[config.mk]
export PLATFORM = sky130hd
export DESIGN_NAME = ysyx_22050612_ifu
export DESIGN_NICKNAME = d
export VERILOG_FILES = /design/src/rtl/ysyx_22050612_ifu_pkg.sv /design/src/rtl/ysyx_22050612_ifu_fifo.sv /design/src/rtl/ysyx_22050612_ifu.sv
export SDC_FILE = /design/constraint.sdc
export NUM_CORES = 1
export LEC_CHECK = 0
export BUFFER_PORTS_ARGS = -buffer_cell sky130_fd_sc_hd__buf_2
export CORE_UTILIZATION = 56
export DETAILED_ROUTE_END_ITERATION = 10
export PLACE_DENSITY_LB_ADDON = 0.12
export SYNTH_ARGS = -nofsm -noshare
export SYNTH_HDL_FRONTEND = slang
export SYNTH_SLANG_ARGS = --single-unit
[constraint.sdc]
create_clock -name clk -period 15.7 [get_ports clk]
set_clock_uncertainty 0.2 [all_clocks]
set_input_delay 2.355 -clock clk [delete_from_list [all_inputs] [get_ports clk]]
set_output_delay 2.355 -clock clk [all_outputs]
set_load 0.02 [all_outputs]
[src/rtl/ysyx_22050612_ifu_pkg.sv]
// rtl/ysyx_22050612_ifu_pkg.sv - shared constants and types for the instruction fetch unit
// Contents: boot PC, NOP encoding, FSM state encoding, queue entry layout, PC alignment helper.
package ysyx_22050612_ifu_pkg;

    localparam logic [63:0] RESET_PC = 64'h8000_0000;
    localparam logic [31:0] NOP_INST = 32'h0000_0013;

    localparam logic [1:0] ST_REQ  = 2'd0;
    localparam logic [1:0] ST_WAIT = 2'd1;
    localparam logic [1:0] ST_DROP = 2'd2;

    localparam int ENTRY_W = 96;

    typedef enum logic [1:0] {
        S_REQ  = ST_REQ,
        S_WAIT = ST_WAIT,
        S_DROP = ST_DROP
    } state_e;

    typedef struct packed {
        logic [31:0] inst;
        logic [63:0] pc;
    } entry_t;

    // Clears the byte-offset bits so every fetch address is word aligned.
    function automatic logic [63:0] align_word(input logic [63:0] addr);
        return addr & ~64'd3;
    endfunction

endpackage

[src/rtl/ysyx_22050612_ifu_fifo.sv]
// rtl/ysyx_22050612_ifu_fifo.sv - 2-entry queue holding fetched {inst, pc} pairs
// Ports: clk, rst (async, active-high); push/push_data, pop, flush inputs;
//        count, head_valid, head_data outputs (head driven straight from storage).
module ysyx_22050612_ifu_fifo #(
    parameter int WIDTH = 96
) (
    input  logic             clk,
    input  logic             rst,
    input  logic             push,
    input  logic [WIDTH-1:0] push_data,
    input  logic             pop,
    input  logic             flush,
    output logic [1:0]       count,
    output logic             head_valid,
    output logic [WIDTH-1:0] head_data
);

    logic [WIDTH-1:0] mem_q [2];
    logic [WIDTH-1:0] mem_d [2];
    logic             rd_ptr_q, rd_ptr_d;
    logic             wr_ptr_q, wr_ptr_d;
    logic [1:0]       count_q, count_d;
    logic             do_push, do_pop;

    // A push into a full queue is only allowed when a pop frees a slot the same cycle.
    assign do_pop  = pop && (count_q != 2'd0);
    assign do_push = push && ((count_q != 2'd2) || do_pop);

    always_comb begin
        mem_d    = mem_q;
        rd_ptr_d = rd_ptr_q;
        wr_ptr_d = wr_ptr_q;
        count_d  = count_q;
        if (flush) begin
            rd_ptr_d = 1'b0;
            wr_ptr_d = 1'b0;
            count_d  = 2'd0;
        end else begin
            if (do_push) begin
                mem_d[wr_ptr_q] = push_data;
                wr_ptr_d        = ~wr_ptr_q;
            end
            if (do_pop) begin
                rd_ptr_d = ~rd_ptr_q;
            end
            count_d = count_q + {1'b0, do_push} - {1'b0, do_pop};
        end
    end

    always_ff @(posedge clk or posedge rst) begin
        if (rst) begin
            for (int i = 0; i < 2; i++) begin
                mem_q[i] <= '0;
            end
            rd_ptr_q <= 1'b0;
            wr_ptr_q <= 1'b0;
            count_q  <= 2'd0;
        end else begin
            mem_q    <= mem_d;
            rd_ptr_q <= rd_ptr_d;
            wr_ptr_q <= wr_ptr_d;
            count_q  <= count_d;
        end
    end

    assign count      = count_q;
    assign head_valid = (count_q != 2'd0);
    assign head_data  = mem_q[rd_ptr_q];

endmodule

[src/rtl/ysyx_22050612_ifu.sv]
// rtl/ysyx_22050612_ifu.sv - instruction fetch stage: PC, one-outstanding imem request FSM, decode queue
// Ports: clk, rst (async, active-high); redirect_valid/redirect_pc from execute;
//        imem_req_valid/ready/addr request channel; imem_rsp_valid/data response channel;
//        out_valid/out_ready/out_inst/out_pc toward decode.
module ysyx_22050612_ifu
    import ysyx_22050612_ifu_pkg::*;
#(
    parameter logic [63:0] BOOT_PC = RESET_PC
) (
    input  logic        clk,
    input  logic        rst,
    input  logic        redirect_valid,
    input  logic [63:0] redirect_pc,
    output logic        imem_req_valid,
    input  logic        imem_req_ready,
    output logic [63:0] imem_req_addr,
    input  logic        imem_rsp_valid,
    input  logic [31:0] imem_rsp_data,
    output logic        out_valid,
    input  logic        out_ready,
    output logic [31:0] out_inst,
    output logic [63:0] out_pc
);

    state_e      state_q, state_d;
    logic [63:0] fetch_pc_q, fetch_pc_d;
    logic [63:0] inflight_pc_q, inflight_pc_d;

    logic [1:0]  fifo_count;
    logic        fifo_push, fifo_pop, fifo_flush;
    logic        head_valid;
    entry_t      head_entry, push_entry;

    logic        req_fire, rsp_take;

    // Requests only leave from REQ, where nothing is outstanding, so a free slot
    // in the queue is enough credit for the reply that will follow.
    assign imem_req_valid = !rst && (state_q == S_REQ) && (fifo_count < 2'd2);
    assign imem_req_addr  = fetch_pc_q;
    assign req_fire       = imem_req_valid && imem_req_ready;
    assign rsp_take       = imem_rsp_valid && (state_q != S_REQ);
    assign push_entry     = '{inst: imem_rsp_data, pc: inflight_pc_q};

    always_comb begin
        state_d       = state_q;
        fetch_pc_d    = fetch_pc_q;
        inflight_pc_d = inflight_pc_q;
        fifo_push     = 1'b0;
        fifo_pop      = head_valid && out_ready;
        fifo_flush    = 1'b0;

        case (state_q)
            S_REQ: begin
                if (req_fire) begin
                    inflight_pc_d = fetch_pc_q;
                    fetch_pc_d    = fetch_pc_q + 64'd4;
                    state_d       = S_WAIT;
                end
            end
            S_WAIT: begin
                if (rsp_take) begin
                    fifo_push = 1'b1;
                    state_d   = S_REQ;
                end
            end
            S_DROP: begin
                if (rsp_take) begin
                    state_d = S_REQ;
                end
            end
            default: state_d = S_REQ;
        endcase

        // Redirect wins over everything: the queue is wiped and whatever request
        // is still outstanding after this edge must have its reply discarded.
        if (redirect_valid) begin
            fetch_pc_d = align_word(redirect_pc);
            fifo_flush = 1'b1;
            fifo_push  = 1'b0;
            fifo_pop   = 1'b0;
            if ((state_q == S_REQ && req_fire) || (state_q != S_REQ && !rsp_take)) begin
                state_d = S_DROP;
            end else begin
                state_d = S_REQ;
            end
        end
    end

    always_ff @(posedge clk or posedge rst) begin
        if (rst) begin
            state_q       <= S_REQ;
            fetch_pc_q    <= BOOT_PC;
            inflight_pc_q <= BOOT_PC;
        end else begin
            state_q       <= state_d;
            fetch_pc_q    <= fetch_pc_d;
            inflight_pc_q <= inflight_pc_d;
        end
    end

    ysyx_22050612_ifu_fifo #(
        .WIDTH (ENTRY_W)
    ) u_fifo (
        .clk        (clk),
        .rst        (rst),
        .push       (fifo_push),
        .push_data  (push_entry),
        .pop        (fifo_pop),
        .flush      (fifo_flush),
        .count      (fifo_count),
        .head_valid (head_valid),
        .head_data  (head_entry)
    );

    assign out_valid = head_valid;
    assign out_inst  = head_entry.inst;
    assign out_pc    = head_entry.pc;

endmodule

* Word level (Yosys, flattened, before mapping)
Cells that the tools add are included.
** Operators by class
- Add/sub/neg operators :: 3
- $mul :: 0
- Divide/modulo/power cells :: 0
- Magnitude comparators :: 4
- Equal/unequal tests :: 5
- Shift operators :: 0
- Muxes and demuxes :: 24
- Bitwise logic cells :: 5
- Reductions and logical operators :: 26
** Operators by type and width (count)
- $mux 96 :: 4
- $bwmux 192 :: 1
- $mux 64 :: 3
- $demux 96 s1 :: 1
- $add 64x3->64 const B :: 1
- $reduce_bool 2->1 :: 6
- $logic_and 1x1->1 :: 10
- $mux 2 :: 5
- $mux 1 :: 9
- $reduce_and 2->1 :: 4
- $ge 2x2->1 const B :: 2
- $not 1->2 :: 2
- $pmux 2 s2 :: 1
- $ne 3x1->1 const B :: 1
- $ne 3x3->1 const B :: 1
- $not 1->1 :: 3
- $add 2x1->2 :: 1
- $eq 2x1->1 const B :: 1
- $eq 2x2->1 const B :: 1
- $logic_not 1->1 :: 2
- $logic_not 2->1 :: 1
- $logic_or 1x1->1 :: 2
- $lt 2x1->1 const B :: 1
- $lt 2x2->1 const B :: 1
- 3 further kinds :: 3
** Storage, ports and cells
- Register bits after elaboration :: 326
- Bits in latches :: 0
- Bits in writable memories :: 0
- Bits in read-only memories :: 0
- Bits of input ports :: 102
- Output and inout bits :: 162
- Logic and storage cells :: 75
- Memories kept :: 0

* Logic depth before layout (Yosys ltp)
- Word-level depth :: 9
- Gate-level depth with buffers :: 10
- Mapped depth without buffers :: 8

* Cells and area by module
Synthesis repeated with hierarchy kept, for this count alone.
** Unflattened totals
- Cells, all modules :: 1253
- Area total of the unflattened synthesis :: 14761.7 um^2
** By module, submodules not included
- ysyx_22050612_ifu_fifo :: times used 1, cells an instance 535, area each 8569.5 um^2, sequential area each 4904.7 um^2
- ysyx_22050612_ifu :: times used 1, cells an instance 718, area each 6192.2 um^2, sequential area each 3155.5 um^2

* Worst setup path after synthesis
OpenSTA, ideal clock, no wires.
- Kind :: input to output
- Start :: in rst
- End :: out imem_req_valid
- Arrival time :: 2780 ps
- Required time :: 13145 ps
- Slack :: 10365 ps
- Stages on the path :: 1
- Buffers on the path :: 0
- Cells stage by stage :: nor3b_2
** Between the ends
- Cells in the longest elaborated chain, start to end :: 3
** RTL lines
- start, declared :: RTL line ysyx_22050612_ifu.sv:11 : input logic rst,
- $logic_not 1->1 (no line)
- $logic_and 1x1->1 (2 in a row) :: RTL line ysyx_22050612_ifu.sv:38 : assign imem_req_valid = !rst && (state_q == S_REQ) && (fifo_count < 2'd2);
- end, declared :: RTL line ysyx_22050612_ifu.sv:14 : output logic imem_req_valid,
Every way passes these cells.

* Worst setup path in the final report
Ends and elaborated chain as after synthesis.

==> results.sh <==
export IMPL_status="finished clean"
export IMPL_syn_instance_count=1263
export IMPL_setup_tns_ps=0
export IMPL_crit_required_ps=13150
export IMPL_post_route_min_period_ps=5620
export IMPL_hold_depth=2
export IMPL_drv_cap=0
export IMPL_io_buffers=257
export IMPL_async_flop_share_pct=100
export IMPL_finalWirelength_um=35800
export IMPL_fmax_mhz=178
export IMPL_synth_cell_area_mm2=0.0145
export IMPL_grt_max_degree=165
export IMPL_antenna_found_initial=6
export IMPL_yosysWarnings=0
export IMPL_clock_latency_ps=510
export IMPL_clock_sinks=318
export IMPL_max_slew_margin_pct=27.3
export IMPL_ctsRootBufferMaster="clkbuf_16"
export IMPL_min_path_type="reg2reg"
export IMPL_coreArea_mm2=0.0253
export IMPL_dr_pass1_iters=5
export IMPL_clk_pin_slew_worst_paths_ps=60
export IMPL_yosys_area_top_type="dfrtp_1"
export IMPL_wl_met3_um=2090
export IMPL_overflow=0
export IMPL_startpoint_type="primary input"
export IMPL_synth_area_leaders="dfrtp_1 (54%), mux2_2 (22%), nand2_1 (6.1%), nand4_1 (1.9%), o21ai_0 (1.6%)"
export IMPL_avgRoutedWirePerCell_um=19.3
export IMPL_grt_pass1_wl_um=57200
export IMPL_cts_tree="built"
export IMPL_drc_errors=0
export IMPL_pwr_density_cell_mw_per_mm2=142
export IMPL_rows=58
export IMPL_ys_seq_elements=318
export IMPL_avgSynthCellArea_um2=11.5
export IMPL_setup_viol=0
export IMPL_vias_per_cell=5.75
export IMPL_cts_htree_levels=2
export IMPL_syn2layout_area_growth_pct=18.7
export IMPL_leakage_nw=8.67
export IMPL_ff2ff_setup_slack_ps=12070
export IMPL_detail_route_antenna_nets=0
export IMPL_clockBufferDepth=3
export IMPL_cts_resized=0
export IMPL_ir_drop_v=0.0000982
export IMPL_grt_total_usage_pct=27.4
export IMPL_cp_arrival_ps=3070
export IMPL_dieArea_mm2=0.0266
export IMPL_drt_met1_wl_um=15700
export IMPL_start_util_pct=57.3
export IMPL_post_cts_buffers=0
export IMPL_synth_edff_count=0
export IMPL_fin_hold_ws_ps=292
export IMPL_highest_layer="met5"
export IMPL_dp_hpwl_um=23000
export IMPL_die_w_um=163
export IMPL_worstSetupPathType="in2out"
export IMPL_final_common_cell="dfrtp_1"
export IMPL_critical_path_peak_fanout=5
export IMPL_synth_cell_types=46
export IMPL_reg2reg_depth=8
export IMPL_cts_hold_buf=0
export IMPL_globalplace_congestion=0.802
export IMPL_ys_seq_area_share_pct=54.8
export IMPL_max_slew_worst_pin_slew_ps=1090
export IMPL_drt_first_iter_violations=740
export IMPL_utilization_pct=68.1
export IMPL_endpoint_kind="output port"
export IMPL_min_period_over_period_pct=35.8
export IMPL_routed_via_count=10700
export IMPL_fillers=1970
export IMPL_slew_viol_final=0
export IMPL_synth_top_area_share_pct=54.4
export IMPL_ys_flop_type="dfrtp_1"
export IMPL_hold_viol_final=0
export IMPL_met2_length_um=17100
export IMPL_grt_pass1_vias=10600
export IMPL_cts_buffers=35
export IMPL_drive_gt1_share_pct=41.2
export IMPL_fin_nets=1606
export IMPL_ios=264
export IMPL_layout_common_cells="dfrtp_1 (315), mux2_2 (283), buf_2 (257)"
export IMPL_rsz0062_at_grt="no"
export IMPL_fp_dieH_um=163
==> cell usage after synthesis, drive strengths merged (2+ instances only) <==
library cell	n
nand2	236
ha	5
a22oi	4
dfstp	2
o31ai	17
and2	5
or3	13
nor3b	3
nor2b	6
mux2	283
o21ai	46
clkbuf	41
and3	6
or4	17
xnor2	10
a31oi	25
xor2	22
or2	3
nand3	31
a21oi	3
nand4b	2
dfrtp	316
nor4	7
nor2	47
o211ai	4
and4	4
o41ai	2
nand4	43
buf	32
nor3	10
inv	13
==> registers in the layout, indices dropped and copies added, names as in the netlist <==
name / flops
imem_req_addr: 62
u_fifo.rd_ptr_q: 1
u_fifo.mem_q: 188
u_fifo.count: 2
state_q: 2
inflight_pc_q: 62
u_fifo.wr_ptr_q: 1
==> per-layer routing <==
layer | global-route usage, % | vias up
met5 | 0 | -
met4 | 8.50 | 4
met3 | 5.46 | 68
met2 | 44.4 | 314
met1 | 37.2 | 5369
li1 | - | 4932
==> worst paths after layout <==
check	from	endpoint
max	rst	imem_req_valid
min	inflight_pc_q[3]$_DFFE_PP0P_	inflight_pc_q[3]$_DFFE_PP0P_
max reg2reg	state_q[1]$_DFFE_PP0P_	imem_req_addr[57]$_DFFE_PP0P_
min reg2reg	inflight_pc_q[3]$_DFFE_PP0P_	inflight_pc_q[3]$_DFFE_PP0P_
max in group asynchronous	rst	u_fifo.mem_q[38]$_DFFE_PP0P_
min in group asynchronous	rst	state_q[1]$_DFFE_PP0P_
==> final cells by class <==
class | count | area (um2) | share of cell area [%]
Sequential cell | 318 | 7960 | 46.2
Antenna cell | 4 | 10.0 | 0.0581
Multi-Input combinational cell | 862 | 6250 | 36.3
Clock buffer | 53 | 1100 | 6.36
Tap cell | 330 | 413 | 2.39
Timing Repair Buffer | 269 | 1380 | 7.98
Inverter | 13 | 56.3 | 0.327
Clock inverter | 8 | 70.1 | 0.406
==> critical path: stages <==
cell	delay [ps]
buf_2	150
nor3b_2	310
buf_2	250
==> logic make-up (layout without fill, tap and decap cells) <==
group,after synthesis,after routing,share of synthesized area [%]
multiplexers,284,284,22.0
other,1,8,0.0258
AO/OA/AOI/OAI,102,102,4.25
adder cells (fa/ha/maj),5,5,0.431
AND/OR/NAND/NOR,435,435,14.1
XOR/XNOR,32,32,1.93
buffers and inverters,86,343,2.46
flip-flops,318,318,54.8
==> metrics by stage <==
step | area, um2 | cells | setup WS [ps] | total power, mW
after floorplan | 14500 | 1266 | 4350 | 1.45
after global placement | 16100 | 1792 | 10080 | 1.62
after detailed placement | 16100 | 1792 | 10080 | 1.64
after CTS | 17200 | 1853 | 10070 | 2.47
after global routing | 17200 | 1855 | 10060 | 2.57
final | 17200 | 1857 | 10080 | 2.45
==> where the power goes <==
| part | leakage [nW] | internal (mW) | switching, mW |
|---|---|---|---|
| registers | 4.16 | 0.974 | 0.114 |
| logic | 3.93 | 0.235 | 0.305 |
| clock network | 0.575 | 0.497 | 0.321 |
| total | 8.67 | 1.71 | 0.740 |
Power figures use the tool's default switching activity.
